**src/rtl/line_buffer_kxk_stream.sv**
```systemverilog
// line_buffer_kxk_stream: KxK sliding-window generator for a raster pixel stream.
// K-1 line memories feed the column vector of a KxK window shift register; a
// window is registered onto m_* whenever the accepted pixel completes one on the
// stride grid. Ready/valid on both sides; start_frame latches cfg or aborts.
// Optional feature macro: LB_STALL_CNT_EN (builds the backpressure stall counter).
module line_buffer_kxk_stream #(
  parameter int DATA_W    = 8,
  parameter int KSIZE     = 3,
  parameter int MAX_WIDTH = 224
) (
  input  logic                            clock,
  input  logic                            reset,
  input  logic                            start_frame,
  input  logic [15:0]                     cfg_width,
  input  logic [15:0]                     cfg_height,
  input  logic [1:0]                      cfg_stride,
  input  logic                            s_valid,
  output logic                            s_ready,
  input  logic [DATA_W-1:0]               s_data,
  output logic                            m_valid,
  input  logic                            m_ready,
  output logic [KSIZE*KSIZE*DATA_W-1:0]   m_window,
  output logic [15:0]                     m_row,
  output logic [15:0]                     m_col,
  output logic                            frame_done,
  output logic                            cfg_err,
  output logic [31:0]                     stall_cnt
);

  localparam int          AW   = (MAX_WIDTH > 1) ? $clog2(MAX_WIDTH) : 1;
  localparam int          NL   = KSIZE - 1;
  localparam logic [15:0] K_M1 = 16'(KSIZE - 1);

  typedef enum logic [1:0] {
    ST_IDLE  = 2'd0,
    ST_RUN   = 2'd1,
    ST_DRAIN = 2'd2
  } state_t;

  state_t r_state;
  state_t w_state_next;

  logic [15:0] r_width;
  logic [15:0] r_height;
  logic [1:0]  r_stride;
  logic [15:0] r_row;
  logic [15:0] r_col;
  logic [1:0]  r_row_ph;   // rows since K-1, modulo stride
  logic [1:0]  r_col_ph;   // cols since K-1, modulo stride

  logic [DATA_W-1:0] r_line [NL][MAX_WIDTH];  // line 0 = oldest row
  logic [DATA_W-1:0] r_win  [KSIZE][KSIZE];   // [row][col], col 0 = leftmost

  logic                           r_m_valid;
  logic [KSIZE*KSIZE*DATA_W-1:0]  r_m_window;
  logic [15:0]                    r_m_row;
  logic [15:0]                    r_m_col;
  logic                           r_frame_done;
  logic                           r_cfg_err;

  logic                           w_cfg_ok;
  logic                           w_accept;
  logic                           w_last_col;
  logic                           w_last_px;
  logic                           w_emit;
  logic                           w_start_ok;
  logic                           w_cfg_err_p;
  logic                           w_done_p;
  logic [AW-1:0]                  w_col_idx;
  logic [DATA_W-1:0]              w_colv     [KSIZE];
  logic [DATA_W-1:0]              w_win_next [KSIZE][KSIZE];
  logic [KSIZE*KSIZE*DATA_W-1:0]  w_win_flat;

  assign w_cfg_ok   = (cfg_width >= 16'(KSIZE)) && (cfg_width <= 16'(MAX_WIDTH)) &&
                      (cfg_height >= 16'(KSIZE)) && (cfg_stride != 2'd0);
  assign s_ready    = (r_state == ST_RUN) && (!r_m_valid || m_ready);
  // start_frame takes precedence over a pixel offered in the same cycle
  assign w_accept   = s_valid && s_ready && !start_frame;
  assign w_last_col = (r_col == (r_width - 16'd1));
  assign w_last_px  = w_last_col && (r_row == (r_height - 16'd1));
  assign w_emit     = (r_row >= K_M1) && (r_col >= K_M1) && (r_row_ph == 2'd0) && (r_col_ph == 2'd0);
  assign w_col_idx  = r_col[AW-1:0];

  assign m_valid    = r_m_valid;
  assign m_window   = r_m_window;
  assign m_row      = r_m_row;
  assign m_col      = r_m_col;
  assign frame_done = r_frame_done;
  assign cfg_err    = r_cfg_err;

  // Column vector (read-before-write of the line memories) and next window contents
  always_comb begin
    for (int j = 0; j < NL; j++) begin
      w_colv[j] = r_line[j][w_col_idx];
    end
    w_colv[KSIZE-1] = s_data;
    for (int r = 0; r < KSIZE; r++) begin
      for (int c = 0; c < KSIZE - 1; c++) begin
        w_win_next[r][c] = r_win[r][c+1];
      end
      w_win_next[r][KSIZE-1] = w_colv[r];
    end
    w_win_flat = '0;
    for (int r = 0; r < KSIZE; r++) begin
      for (int c = 0; c < KSIZE; c++) begin
        w_win_flat[(r*KSIZE+c)*DATA_W +: DATA_W] = w_win_next[r][c];
      end
    end
  end

  // FSM next-state and one-cycle event decode
  always_comb begin
    w_state_next = r_state;
    w_start_ok   = 1'b0;
    w_cfg_err_p  = 1'b0;
    w_done_p     = 1'b0;
    if (start_frame) begin
      if (w_cfg_ok) begin
        w_state_next = ST_RUN;
        w_start_ok   = 1'b1;
      end else begin
        w_state_next = ST_IDLE;
        w_cfg_err_p  = 1'b1;
      end
    end else begin
      case (r_state)
        ST_IDLE: begin
          w_state_next = ST_IDLE;
        end
        ST_RUN: begin
          if (w_accept && w_last_px) begin
            w_state_next = ST_DRAIN;
          end else begin
            w_state_next = ST_RUN;
          end
        end
        ST_DRAIN: begin
          if (!r_m_valid || m_ready) begin
            w_state_next = ST_IDLE;
            w_done_p     = 1'b1;
          end else begin
            w_state_next = ST_DRAIN;
          end
        end
        default: begin
          w_state_next = ST_IDLE;
        end
      endcase
    end
  end

  // FSM state register
  always_ff @(posedge clock) begin
    if (reset) begin
      r_state <= ST_IDLE;
    end else begin
      r_state <= w_state_next;
    end
  end

  // Latched configuration plus raster position and stride-phase counters
  always_ff @(posedge clock) begin
    if (reset) begin
      r_width  <= 16'd0;
      r_height <= 16'd0;
      r_stride <= 2'd0;
      r_row    <= 16'd0;
      r_col    <= 16'd0;
      r_row_ph <= 2'd0;
      r_col_ph <= 2'd0;
    end else if (start_frame) begin
      if (w_start_ok) begin
        r_width  <= cfg_width;
        r_height <= cfg_height;
        r_stride <= cfg_stride;
      end
      r_row    <= 16'd0;
      r_col    <= 16'd0;
      r_row_ph <= 2'd0;
      r_col_ph <= 2'd0;
    end else if (w_accept) begin
      if (w_last_col) begin
        r_col    <= 16'd0;
        r_col_ph <= 2'd0;
        r_row    <= r_row + 16'd1;
        if (r_row >= K_M1) begin
          r_row_ph <= (r_row_ph == (r_stride - 2'd1)) ? 2'd0 : (r_row_ph + 2'd1);
        end
      end else begin
        r_col <= r_col + 16'd1;
        if (r_col >= K_M1) begin
          r_col_ph <= (r_col_ph == (r_stride - 2'd1)) ? 2'd0 : (r_col_ph + 2'd1);
        end
      end
    end
  end

  // Line memories shift one row older and the window shifts left on each accepted pixel
  always_ff @(posedge clock) begin
    if (w_accept && !reset) begin
      for (int j = 0; j < NL - 1; j++) begin
        r_line[j][w_col_idx] <= r_line[j+1][w_col_idx];
      end
      r_line[NL-1][w_col_idx] <= s_data;
      for (int r = 0; r < KSIZE; r++) begin
        for (int c = 0; c < KSIZE; c++) begin
          r_win[r][c] <= w_win_next[r][c];
        end
      end
    end
  end

  // Output window register with hold-under-backpressure and event pulses
  always_ff @(posedge clock) begin
    if (reset) begin
      r_m_valid    <= 1'b0;
      r_m_window   <= '0;
      r_m_row      <= 16'd0;
      r_m_col      <= 16'd0;
      r_frame_done <= 1'b0;
      r_cfg_err    <= 1'b0;
    end else begin
      r_frame_done <= w_done_p;
      r_cfg_err    <= w_cfg_err_p;
      if (start_frame) begin
        r_m_valid <= 1'b0;
      end else if (w_accept && w_emit) begin
        r_m_valid  <= 1'b1;
        r_m_window <= w_win_flat;
        r_m_row    <= r_row - K_M1;
        r_m_col    <= r_col - K_M1;
      end else if (r_m_valid && m_ready) begin
        r_m_valid <= 1'b0;
      end
    end
  end

`ifdef LB_STALL_CNT_EN
  logic [31:0] r_stall_cnt;

  // Saturating count of cycles a window waits on the consumer
  always_ff @(posedge clock) begin
    if (reset) begin
      r_stall_cnt <= 32'd0;
    end else if (start_frame) begin
      r_stall_cnt <= 32'd0;
    end else if (r_m_valid && !m_ready && (r_stall_cnt != 32'hFFFF_FFFF)) begin
      r_stall_cnt <= r_stall_cnt + 32'd1;
    end
  end

  assign stall_cnt = r_stall_cnt;
`else
  assign stall_cnt = 32'd0;
`endif

endmodule
```
**config.mk**
```make
export PLATFORM = sky130hd
export DESIGN_NAME = line_buffer_kxk_stream
export DESIGN_NICKNAME = d
export VERILOG_FILES = /design/src/rtl/line_buffer_kxk_stream.sv
export SDC_FILE = /design/constraint.sdc
export NUM_CORES = 2
export LEC_CHECK = 0
export BUFFER_PORTS_ARGS = -buffer_cell sky130_fd_sc_hd__buf_4
export CAP_MARGIN = 20
export CELL_PAD_IN_SITES_DETAIL_PLACEMENT = 0
export CELL_PAD_IN_SITES_GLOBAL_PLACEMENT = 1
export CORE_UTILIZATION = 35
export DETAILED_ROUTE_END_ITERATION = 8
export PLACE_DENSITY = 0.51
export SLEW_MARGIN = 30
export SYNTH_ARGS = -nofsm -noshare
export SYNTH_HDL_FRONTEND = slang
export SYNTH_SLANG_ARGS = --single-unit
```
**constraint.sdc**
```tcl
create_clock -name clock -period 14.3 [get_ports clock]
set_clock_uncertainty 0.2 [all_clocks]
set_input_delay 1.43 -clock clock [delete_from_list [all_inputs] [get_ports clock]]
set_output_delay 1.43 -clock clock [all_outputs]
set_load 0.02 [all_outputs]
```
==> flow_metrics.env <==
export IMPL_outcome="finished clean"
export IMPL_ys_flop_type="edfxtp_1"
export IMPL_layout_nets=8111
export IMPL_hp_class="reg2reg"
export IMPL_criticalPathCategory="reg2reg"
export IMPL_routed_via_density=5.918
export IMPL_synth_cells=7551
export IMPL_dp_hpwl_mm=379.1
export IMPL_critPathLaunchType="flip-flop"
export IMPL_start_util=0.3514
export IMPL_final_cell_mix="3632 x edfxtp_1, 748 x mux4_2, 501 x buf_4"
export IMPL_path_buf_inv=4
export IMPL_netlist_area_um2=147700
export IMPL_totalWireLength_mm=586.6
export IMPL_p_leak_nw=51.97
export IMPL_clockRootBuffer="clkbuf_16"
export IMPL_p_int_mw=18.17
export IMPL_pwr_share_seq=0.529
export IMPL_grt_pass1_wl_mm=768.5
export IMPL_synthToLayoutAreaGrowth_pct=16.73
export IMPL_worstPathMaxFanout=100
export IMPL_fin_worst_hold_slack_ns=0.2446
export IMPL_grtUsageMet2=0.4072
export IMPL_grt_antenna_before_repair=49
export IMPL_max_slew_margin=0.2442
export IMPL_fillerInstances=37305
export IMPL_final_common_cell="edfxtp_1"
export IMPL_final_setup_tns_ns=0
export IMPL_core_area_um2=420200
export IMPL_avgSynthCellArea_um2=19.55
export IMPL_finalHoldViolations=0
export IMPL_ant_nets=0
export IMPL_synth_area_leaders="edfxtp_1 74%, mux4_2 11%, dfxtp_1 2.4%, mux2i_1 2.4%, a22oi_1 1.4%"
export IMPL_clk_latency_ns=1.02
export IMPL_grt_max_degree=112
export IMPL_p_switching_mw=4.720
export IMPL_die_w_um=651.5
export IMPL_wl_per_cell_um=41.70
export IMPL_die_h_um=651.5
export IMPL_synth_cell_types=82
export IMPL_ctsResizeCount=0
export IMPL_busiest_layer="met2"
export IMPL_drtIter0Drc=11854
export IMPL_overflow=0
export IMPL_firstDrtPassIters=6
export IMPL_rsz0062_at_grt="no"
export IMPL_htreeDepth=5
export IMPL_pwr_share_comb=0.007
export IMPL_finalWorstSetupSlack_ns=6.855
export IMPL_synth_top_cell_by_area="edfxtp_1"
export IMPL_cp_end_kind="flip-flop"
export IMPL_fmax_mhz=134.3
export IMPL_slew_violations=0
export IMPL_die_area_um2=424500
export IMPL_min_period_ns=7.445
export IMPL_drive_above_1_share=0.2624
export IMPL_clkSlewWorstSetupHoldPaths_ns=0.06
export IMPL_async_reset_ff_frac=0
export IMPL_port_buffers=154
export IMPL_vias=83260
export IMPL_fin_crit_sh=0.5206
export IMPL_clock_sinks=3811
export IMPL_multi_input_area_um2=34350
export IMPL_clockBufferDepth=4
export IMPL_synth_seq_cells=3811
export IMPL_cp_cell_sequence="buf_12 -> buf_12 -> mux2i_1 -> a22oi_1 -> nand3_1 -> nand3_1 -> or4_1 -> a2111oi_1 -> nand2_4 -> buf_4 -> buf_6"
export IMPL_setup_viol=0
export IMPL_p_clk_frac=0.464
export IMPL_maxCapViolCount=0
export IMPL_ios=187
export IMPL_cts_tree="yes"
export IMPL_cpPeakStageDelay_ns=0.98
export IMPL_cp_slowest_cell="dfxtp_4"
export IMPL_critPathArrivalTime_ns=7.78
export IMPL_holdBufCountCts=0
export IMPL_path_delay_family="buffers and inverters"
export IMPL_final_seq_area_um2=112700
export IMPL_grt_total_usage=0.2709
export IMPL_route_detailed_drc=0
export IMPL_met1_usage=0.3706
export IMPL_ys_seq_area_frac=0.7629
export IMPL_row_count=238
export IMPL_cts_buffers=420
export IMPL_synth_top_area_frac=0.7387
export IMPL_design_area_um2=172400
export IMPL_peakVddDrop_mv=0.09969
export IMPL_tightest_slew_ns=1.134
export IMPL_post_cts_buffers=0
export IMPL_swShare=0.2062
export IMPL_synth_edf_count=3632
export IMPL_required_ns=14.63
export IMPL_grt_pass1_vias=79683
export IMPL_place_ws_ns=6.873
export IMPL_dpl_cell_area_um2=158800
export IMPL_yosys_warnings=0
export IMPL_grt_use_met3=0.06031
export IMPL_powerDensity_nw_per_um2=132.8
export IMPL_gp_congestion=0.9861
-- layout make-up --
| cell class | count | area share |
|---|---|---|
| clock inverter | 244 | 0.01233 |
| inverter | 24 | 0.0005517 |
| sequential | 3811 | 0.6537 |
| timing repair buffer | 556 | 0.02793 |
| antenna | 23 | 0.0003339 |
| tap | 5640 | 0.04094 |
| clock buffer | 536 | 0.06490 |
| multi-input combinational | 3235 | 0.1993 |
-- power by group through the flow --
stage / registers, mW / clock network [mW] / logic [mW]
after detailed placement: 12.4 / 0 / 0.151
after global placement: 12.4 / 0 / 0.143
final: 12.1 / 10.6 / 0.152
after CTS: 12.1 / 10.7 / 0.151
after global routing: 12.1 / 11.1 / 0.159
after floorplan: 12.4 / 0 / 0.0255
-- metrics by stage --
stage,utilization,power [mW],instances
after floorplan,-,12.38,7582
after global placement,0.3763,12.50,13235
after detailed placement,0.3780,12.51,13260
after CTS,0.4097,23.02,14040
after global routing,0.4101,23.42,14051
final,0.4102,22.89,14069
-- sequential cells by signal, indices dropped and copies added (netlist names), 16 cells and up --
register  flops
r_line     3584
m_window     72
r_win        48
m_col        16
m_row        16
r_col        16
r_height     16
r_row        16
r_width      16
-- kinds of logic (layout without fill, tap and decap cells) --
logic type      after synthesis  in the layout  synth area share
compound gates              748            748           0.03624
simple gates               1258           1258           0.04088
flops                      3811           3811            0.7629
xor+xnor                     78             78          0.004627
mux                        1103           1103            0.1382
other cells                   1             55        0.00002540
buf+inv                     536           1360           0.01572
fa+ha+maj                    16             16          0.001356
-- worst paths after layout --
| check | cells after the start | slack [ns] | end | startpoint |
|---|---|---|---|---|
| min reg2reg | 0 | 0.24 | r_win[2][12]$_DFFE_PP_ | r_win[2][4]$_DFFE_PP_ |
| min | 0 | 0.24 | r_win[2][12]$_DFFE_PP_ | r_win[2][4]$_DFFE_PP_ |
| max reg2reg | 11 | 6.86 | r_line[0][136]$_DFFE_PP_ | r_col[1]$_SDFFE_PP0P_ |
| max | 11 | 6.86 | r_line[0][136]$_DFFE_PP_ | r_col[1]$_SDFFE_PP0P_ |
-- cells in the mapped netlist, types with 17 or more instances --
library cell	count
a211oi_1	36
a21oi_1	155
a221oi_1	24
a22o_1	32
a22oi_1	273
a31oi_1	46
a32oi_1	24
and3_1	48
buf_1	91
buf_2	130
buf_4	37
clkbuf_1	253
dfxtp_1	179
edfxtp_1	3632
inv_1	23
mux2i_1	349
mux4_2	748
nand2_1	296
nand3_1	194
nand4_1	66
nor2_1	409
nor3_1	61
nor4_1	36
o211ai_1	17
o21ai_0	18
or3_1	19
xnor2_1	60
xor2_1	18
-- per-layer routing --
| layer | vias to the layer above | part of all wire |
|---|---|---|
| met5 | - | 0.00021 |
| met2 | 4387 | 0.44 |
| met3 | 1001 | 0.089 |
| met4 | 18 | 0.060 |
| li1 | 32153 | - |
| met1 | 45701 | 0.41 |
-- worst register-to-register path, stage by stage, from the launching register on --
cell and delay (ns):
dfxtp_4 0.98, buf_12 0.58, buf_12 0.63, mux2i_1 0.53, a22oi_1 0.12, nand3_1 0.31, nand3_1 0.12, or4_1 0.73
a2111oi_1 0.74, nand2_4 0.61, buf_4 0.67, buf_6 0.51
Power figures use the tool's default switching activity.
